### config.mk
export PLATFORM = sky130hd
export DESIGN_NAME = pc_next_unit
export DESIGN_NICKNAME = d
export VERILOG_FILES = /design/src/rtl/pc_next_unit.sv
export SDC_FILE = /design/constraint.sdc
export NUM_CORES = 1
export LEC_CHECK = 0
export ABC_AREA = 1
export BUFFER_PORTS_ARGS = -buffer_cell sky130_fd_sc_hd__buf_2
export CORE_MARGIN = 8
export CORE_UTILIZATION = 55
export DETAILED_ROUTE_END_ITERATION = 7
export GPL_ROUTABILITY_DRIVEN = 0
export GPL_TIMING_DRIVEN = 0
export PLACE_DENSITY = 0.83
export RECOVER_POWER = 50
export SLEW_MARGIN = 20
export SYNTH_ARGS = -nofsm -noshare
export SYNTH_HDL_FRONTEND = slang
export SYNTH_SLANG_ARGS = --single-unit
### constraint.sdc
create_clock -name i_clk -period 3.92 [get_ports i_clk]
set_clock_uncertainty 0.1 [all_clocks]
set_input_delay 0.196 -clock i_clk [delete_from_list [all_inputs] [get_ports i_clk]]
set_output_delay 0.196 -clock i_clk [all_outputs]
set_load 0.005 [all_outputs]
### src/rtl/pc_next_unit.sv
// -----------------------------------------------------------------------------
// pc_next_unit
//
// Owns the MIPS program counter and selects the next fetch address from
// PC+4, a PC-relative branch target, a J/JAL region target or a JR/JALR
// register target. An optional architectural delay slot holds a taken
// redirect for one instruction before it is applied. A misaligned JR target
// traps straight to EXC_VECTOR and raises a one-cycle error pulse.
//
// Parameters
//   WIDTH       address width (28..64)
//   RESET_PC    PC loaded on reset
//   EXC_VECTOR  redirect address for a misaligned JR target
//   DELAY_SLOT  1: one delay slot after a taken redirect, 0: immediate redirect
//
// Ports
//   i_clk           system clock, rising edge
//   i_rst_n         asynchronous active-low reset
//   i_stall         hold PC and all state this cycle, ignore requests
//   i_branch_taken  resolved conditional branch is taken
//   i_branch_imm    signed word offset of the branch
//   i_jump          J/JAL request
//   i_jump_idx      26-bit instruction index of J/JAL
//   i_jump_reg      JR/JALR request
//   i_reg_target    register-supplied JR/JALR target
//   o_pc            current PC (registered)
//   o_pc_plus4      o_pc + 4
//   o_link_addr     return address: pc+8 with a delay slot, pc+4 without
//   o_slot_pending  a delay-slot redirect is latched (registered)
//   o_addr_err      one-cycle pulse after a misaligned JR target (registered)
// -----------------------------------------------------------------------------
module pc_next_unit #(
   parameter int unsigned      WIDTH      = 32,
   parameter logic [WIDTH-1:0] RESET_PC   = '0,
   parameter logic [WIDTH-1:0] EXC_VECTOR = WIDTH'(32'h8000_0180),
   parameter bit               DELAY_SLOT = 1'b1
) (
   input  logic             i_clk,
   input  logic             i_rst_n,
   input  logic             i_stall,
   input  logic             i_branch_taken,
   input  logic [15:0]      i_branch_imm,
   input  logic             i_jump,
   input  logic [25:0]      i_jump_idx,
   input  logic             i_jump_reg,
   input  logic [WIDTH-1:0] i_reg_target,
   output logic [WIDTH-1:0] o_pc,
   output logic [WIDTH-1:0] o_pc_plus4,
   output logic [WIDTH-1:0] o_link_addr,
   output logic             o_slot_pending,
   output logic             o_addr_err
);

   typedef enum logic [0:0] {
      StNormal,
      StSlot
   } state_e;

   // ---------------------------------------------------------------------------
   // State
   // ---------------------------------------------------------------------------
   state_e           r_state;
   logic [WIDTH-1:0] r_pc;
   logic [WIDTH-1:0] r_target;
   logic             r_addr_err;

   state_e           w_state_next;
   logic [WIDTH-1:0] w_pc_next;
   logic [WIDTH-1:0] w_target_next;
   logic             w_addr_err_next;

   // ---------------------------------------------------------------------------
   // Address arithmetic (all modulo 2^WIDTH)
   // ---------------------------------------------------------------------------
   logic [WIDTH-1:0] w_pc_plus4;
   logic [WIDTH-1:0] w_pc_plus8;
   logic [WIDTH-1:0] w_branch_off;
   logic [WIDTH-1:0] w_branch_target;
   logic [WIDTH-1:0] w_jump_target;

   assign w_pc_plus4 = r_pc + WIDTH'(4);
   assign w_pc_plus8 = r_pc + WIDTH'(8);

   // Word offset sign-extended and scaled to bytes.
   assign w_branch_off    = {{(WIDTH - 18){i_branch_imm[15]}}, i_branch_imm, 2'b00};
   assign w_branch_target = w_pc_plus4 + w_branch_off;

   // J/JAL stays inside the 256 MB region of the delay-slot instruction.
   if (WIDTH == 28) begin : g_jump_narrow
      assign w_jump_target = {i_jump_idx, 2'b00};
   end else begin : g_jump_wide
      assign w_jump_target = {w_pc_plus4[WIDTH-1:28], i_jump_idx, 2'b00};
   end

   // ---------------------------------------------------------------------------
   // Request decode
   // ---------------------------------------------------------------------------
   logic             w_misaligned;
   logic             w_redirect;
   logic [WIDTH-1:0] w_redirect_target;

   assign w_misaligned = i_jump_reg && (i_reg_target[1:0] != 2'b00);

   // A misaligned JR is handled as a trap, never as a redirect.
   assign w_redirect = (i_jump_reg && !w_misaligned) || i_jump || i_branch_taken;

   // Priority: jump_reg > jump > branch_taken.
   always_comb begin
      w_redirect_target = w_branch_target;
      if (i_jump_reg) begin
         w_redirect_target = i_reg_target;
      end else if (i_jump) begin
         w_redirect_target = w_jump_target;
      end
   end

   // ---------------------------------------------------------------------------
   // State register
   // ---------------------------------------------------------------------------
   always_ff @(posedge i_clk or negedge i_rst_n) begin
      if (!i_rst_n) begin
         r_state    <= StNormal;
         r_pc       <= RESET_PC;
         r_target   <= '0;
         r_addr_err <= 1'b0;
      end else begin
         r_state    <= w_state_next;
         r_pc       <= w_pc_next;
         r_target   <= w_target_next;
         r_addr_err <= w_addr_err_next;
      end
   end

   // ---------------------------------------------------------------------------
   // Next-state logic
   // ---------------------------------------------------------------------------
   always_comb begin
      w_state_next    = r_state;
      w_pc_next       = r_pc;
      w_target_next   = r_target;
      w_addr_err_next = 1'b0;

      if (!i_stall) begin
         if (w_misaligned) begin
            // Trap wins in every state and drops any latched delay-slot target.
            w_pc_next       = EXC_VECTOR;
            w_state_next    = StNormal;
            w_addr_err_next = 1'b1;
         end else begin
            unique case (r_state)
               StNormal: begin
                  if (w_redirect && DELAY_SLOT) begin
                     // Fetch the delay-slot instruction first, redirect after it.
                     w_pc_next     = w_pc_plus4;
                     w_target_next = w_redirect_target;
                     w_state_next  = StSlot;
                  end else if (w_redirect) begin
                     w_pc_next = w_redirect_target;
                  end else begin
                     w_pc_next = w_pc_plus4;
                  end
               end
               StSlot: begin
                  // Branches inside the delay slot are not supported: ignored.
                  w_pc_next    = r_target;
                  w_state_next = StNormal;
               end
               default: begin
                  w_pc_next    = w_pc_plus4;
                  w_state_next = StNormal;
               end
            endcase
         end
      end
   end

   // ---------------------------------------------------------------------------
   // Outputs
   // ---------------------------------------------------------------------------
   always_comb begin
      o_pc           = r_pc;
      o_pc_plus4     = w_pc_plus4;
      o_link_addr    = DELAY_SLOT ? w_pc_plus8 : w_pc_plus4;
      o_slot_pending = DELAY_SLOT && (r_state == StSlot);
      o_addr_err     = r_addr_err;
   end

   // ---------------------------------------------------------------------------
   // Properties
   // ---------------------------------------------------------------------------
   // The error pulse always coincides with the PC sitting on the vector.
   a_err_at_vector : assert property (@(posedge i_clk) disable iff (!i_rst_n)
      r_addr_err |-> (r_pc == EXC_VECTOR));

   // Without a delay slot the FSM never leaves NORMAL.
   a_no_slot : assert property (@(posedge i_clk) disable iff (!i_rst_n)
      !DELAY_SLOT |-> (r_state == StNormal));

   // A stalled cycle never produces an error pulse.
   a_stall_no_err : assert property (@(posedge i_clk) disable iff (!i_rst_n)
      i_stall |=> !r_addr_err);

endmodule
# Word level (Yosys, flattened, before mapping)
# Cells that the tools add are included.
# W data, S select, Z words.
# op_classes
add_sub_neg	3
muxes	9
n_bitwise	3
reduce_logical	7
# op_table
cell	count
$mux W32	3
$pmux W32 S2	1
$add A32 B3 Y32 const B	1
$add A32 B32 Y32	1
$add A32 B4 Y32 const B	1
$mux W1	4
$reduce_and A4 Y1	1
$not A1 Y1	3
$logic_and A1 B1 Y1	2
$logic_or A1 B1 Y1	2
$pmux W1 S2	1
$reduce_bool A2 Y1	1
$logic_not A1 Y1	1
# word_totals
reg_bits	66
inputBits	80
output_inout_bits	98
elab_cells	26

# Depth between registers and ports, before layout
# depth
word_depth	9
mapped_depth	24
mapped_depth_nobuf	24

# Worst setup path after synthesis
# OpenSTA, ideal clock, no wires.
# synth_path
path_type	register -> register
startpoint	register r_pc[2] (netlist: o_pc[2])
endpoint	register r_target[25]
setup_time_ps	116
arrival_time_ps	2823
required_time_ps	3704
slack_ps	881
path_stages_with_launch	21
n_path_buf	0
synth_period_minus_slack_ps	3039
cell_sequence	dfrtp_1 -> ha_1 -> nand3_1 -> nor2_2 -> nand2_2 -> nor2_2 -> nand2_1 -> or2_1 -> xor2_1 -> inv_1 -> ha_1 -> nand2_1 -> nor2_1 -> and2_1 -> nand3_1 -> nand3_1 -> nand2_1 -> nand3_1 -> nand2_1 -> nand2_1 -> nand2_1
# synth_via
elab_chain_cells	4
# synth_rtl
element	line_no	text
start: declaration	63	logic [WIDTH-1:0] r_pc;
start signal: assignment	128	r_pc <= w_pc_next;
$add A32 B3 Y32	81	assign w_pc_plus4 = r_pc + WIDTH'(4);
named net o_pc_plus4[24]	48	output logic [WIDTH-1:0] o_pc_plus4,
$add A32 B32 Y32	86	assign w_branch_target = w_pc_plus4 + w_branch_off;
$mux W32	112	end else if (i_jump) begin
$mux W32	110	if (i_jump_reg) begin
end signal: assignment	129	r_target <= w_target_next;
end: declaration	64	logic [WIDTH-1:0] r_target;
# The timed path passes the listed nets, and every way through them passes these cells.
# A chain may end at the register's enable or synchronous reset.

# Worst setup path in the final report
# layout_path
startpoint	register r_pc[4] (netlist: o_pc[4])
endpoint	register r_target[14]
# layout_via
elab_chain_cells	4
# layout_rtl
element	line_no
$add A32 B3 Y32	81
$add A32 B32 Y32	86
$mux W32	112
$mux W32	110
# No other way between the ends.

==> results.py <==
metrics = {
    "sta": {
        "max_freq_mhz": 264.3,
        "hold_viol": 0,
        "tns_ns": 0,
        "slew-limit-headroom_pct": 6.212,
        "layout_min_cycle_time_ns": 3.783,
        "min_period_over_period_pct": 96.51,
        "finalHoldWorstSlack_ns": 0.02107,
        "slew_viol_final": 0,
        "setup-violations-final": 0,
        "worstMarginPinSlew_ns": 1.407,
        "setup_ws_ns": 0.1369,
    },
    "flow_run": {
        "maxCapViolations": 0,
    },
    "detailed_routing": {
        "drc": 7,
        "met3_length_um": 2757,
        "highest_layer": "met4",
        "avgViaCountPerCell": 5.610,
        "drt_pass1_iterations": 8,
        "routed_wl_um": 24130,
        "met2RoutedLength_um": 10790,
        "drt_iter0_markers": 764,
        "ant_nets": 0,
        "num_vias": 7893,
        "wl_per_cell_um": 17.15,
        "wl_met1_um": 9424,
    },
    "cts": {
        "cts-root-buf": "clkbuf_16",
        "tritoncts": "yes",
        "path_clk_slew_ns": 0.05,
        "clock_path_buffers": 2,
        "numCtsBuffers": 9,
        "h-tree-depth": 3,
        "clk_latency_ns": 0.33,
        "clock_sinks": 66,
    },
    "grt": {
        "grt-ovfl-total": 0,
        "grt_pass1_vias": 7582,
        "antenna_found_initial": 0,
        "grt_first_pass_wirelength_um": 37690,
        "grt_start_max_net_pins": 59,
        "track_usage_pct": 29.24,
    },
    "worst_setup_path": {
        "worstRegToRegCells": 18,
        "end_kind": "flop",
        "critPathKind": "flop to flop",
        "start_kind": "flop",
        "worstPathArrival_ns": 3.93,
        "critPathMaxFanout": 7,
        "required_ns": 4.07,
    },
    "placed_design": {
        "pre_cts_ws_ns": 0.1884,
        "hpwlAfterDp_um": 19640,
        "port_buffers": 175,
    },
    "die": {
        "rows": 40,
        "core_area_um2": 11960,
        "io_pins": 178,
        "die_y_um": 126.6,
        "start_util_pct": 56.24,
        "die_area_um2": 16030,
        "die_w_um": 126.6,
    },
    "pwr": {
        "ir_drop_v": 0.0002472,
        "power.leakage_nw": 4.505,
        "power_density_nw_per_um2": 423.5,
    },
    "synth": {
        "synth_ff_type": "dfrtp_1",
        "synthCells": 1065,
        "syn_avg_cell_area_um2": 6.317,
        "synth_area_leaders": "dfrtp_1 (25%), nand2_1 (18%), inv_1 (8.3%), ha_1 (7.1%), nor2_1 (5.6%)",
        "syn-num-nets": 1184,
        "ys_seq_area_share_pct": 24.55,
        "ys_seq_elements": 66,
        "yosysWarnings": 0,
        "synth_area_um2": 6728,
        "synth_edf_count": 0,
        "synth_top_area_share_pct": 24.55,
        "ys_async_sr_fraction_pct": 100.0,
        "synth_common_cells": "nand2_1 (315), inv_1 (149), nor2_1 (101)",
        "synth_most_common_cell": "nand2_1",
        "yosysTopAreaCell": "dfrtp_1",
        "ys_types": 42,
    },
    "layout": {
        "multi_input_area_um2": 4322,
        "n_antenna_cell": 0,
        "drive_gt1_share_pct": 18.02,
        "fin_nets": 1374,
        "final.fill_count": 1055,
        "area_growth_syn_to_layout_pct": 21.03,
        "regArea_um2": 1654,
    },
    "worst_hold_path": {
        "hp-class": "input pin to flop",
        "min_path_cells": 3,
    },
    "outcome": {
        "violations": "DRC",
        "status": "complete, but fails checks",
    },
}
==> stage by stage <==
step | std cells | utilization (%) | power [mW] | instance area (um2)
global placement | 1387 | 65.10 | 2.467 | 7787
finish | 1407 | 68.08 | 3.448 | 8143
detailed placement | 1388 | 65.36 | 2.504 | 7818
global route | 1407 | 68.08 | 3.659 | 8143
CTS | 1405 | 68.27 | 3.408 | 8167
floorplan | 1065 | - | 1.937 | 6728
==> final cells by class <==
cell class,instances,area share [%]
multi-input cells,810,53.07
flip-flops and latches,66,20.31
repair buffers,179,10.71
inverters,153,7.053
clock buffers,12,3.273
plain buffers,36,2.428
well taps,147,2.259
clock inverters,4,0.8912
==> logic make-up after synthesis <==
family | share of synthesized area [%]
AOI/OAI and AO/OA | 14.45
xor gates and xnor gates | 7.290
buffers and inverters | 11.49
and+or+nand+nor | 34.85
DFF | 24.55
adders and majority gates | 7.365
==> final timing paths <==
path                                  from            to  slack (ns)
max reg2reg                        o_pc[4]  r_target[14]        0.14
min in group asynchronous          i_rst_n   r_target[3]        0.24
max in group asynchronous          i_rst_n   r_target[0]        1.76
min                        i_reg_target[2]   r_target[2]        0.02
max                                o_pc[4]  r_target[14]        0.14
min reg2reg                    r_target[0]       o_pc[0]        0.39
==> metal layers <==
metal  vias up  GRT usage, %
li1       3782             -
met1      3548         36.08
met2       487         47.70
met3        76         5.698
met4         0         14.86
met5         -             0
==> cells in the final DEF, fill, tap and decap left out, drive strengths merged, types with 2 or more instances in the layout <==
cell and count:
a21o 3, a21oi 63, a22oi 25, a31oi 2, and2 5, buf 162, bufinv 2, clkbuf 64
clkinv 2, dfrtp 66, ha 38, inv 152, nand2 320, nand3 71, nand3b 5, nand4 6
nor2 113, nor3 16, nor4 2, o211ai 14, o21ai 42, o21bai 9, o221ai 3, o22ai 2
or2 11, xnor2 13, xor2 43
==> flip-flops by register name, indices dropped and copies added, names as in the netlist <==
register        cells
o_addr_err          1
o_pc               32
r_target           32
o_slot_pending      1
==> power breakdown <==
group          switching, mW  leakage [nW]  internal [mW]
clock                  0.292         0.165          0.607
combinational          0.958          3.52          0.588
sequential             0.166         0.821          0.837
==> critical path, cell delays in order (launching register included) <==
cell	delay (ns)
dfrtp_1	0.46
ha_1	0.30
nand2_1	0.16
nor2_1	0.26
nand2_1	0.13
xor2_1	0.19
a21oi_2	0.26
inv_1	0.14
ha_1	0.32
nand2_1	0.07
nand2_1	0.07
o21bai_1	0.21
inv_1	0.08
nand3_1	0.23
nand2_1	0.13
inv_1	0.04
o21ai_0	0.22
nand3_1	0.14
a21oi_1	0.18
==> what timing repair did <==
item	CTS	global route
endpoints found under the setup margin	0	9
gates resized for setup	0	6
hold buffers	1	0
hold endpoints to repair	66	0
buffers inserted	0	2
Power figures use the tool's default switching activity.
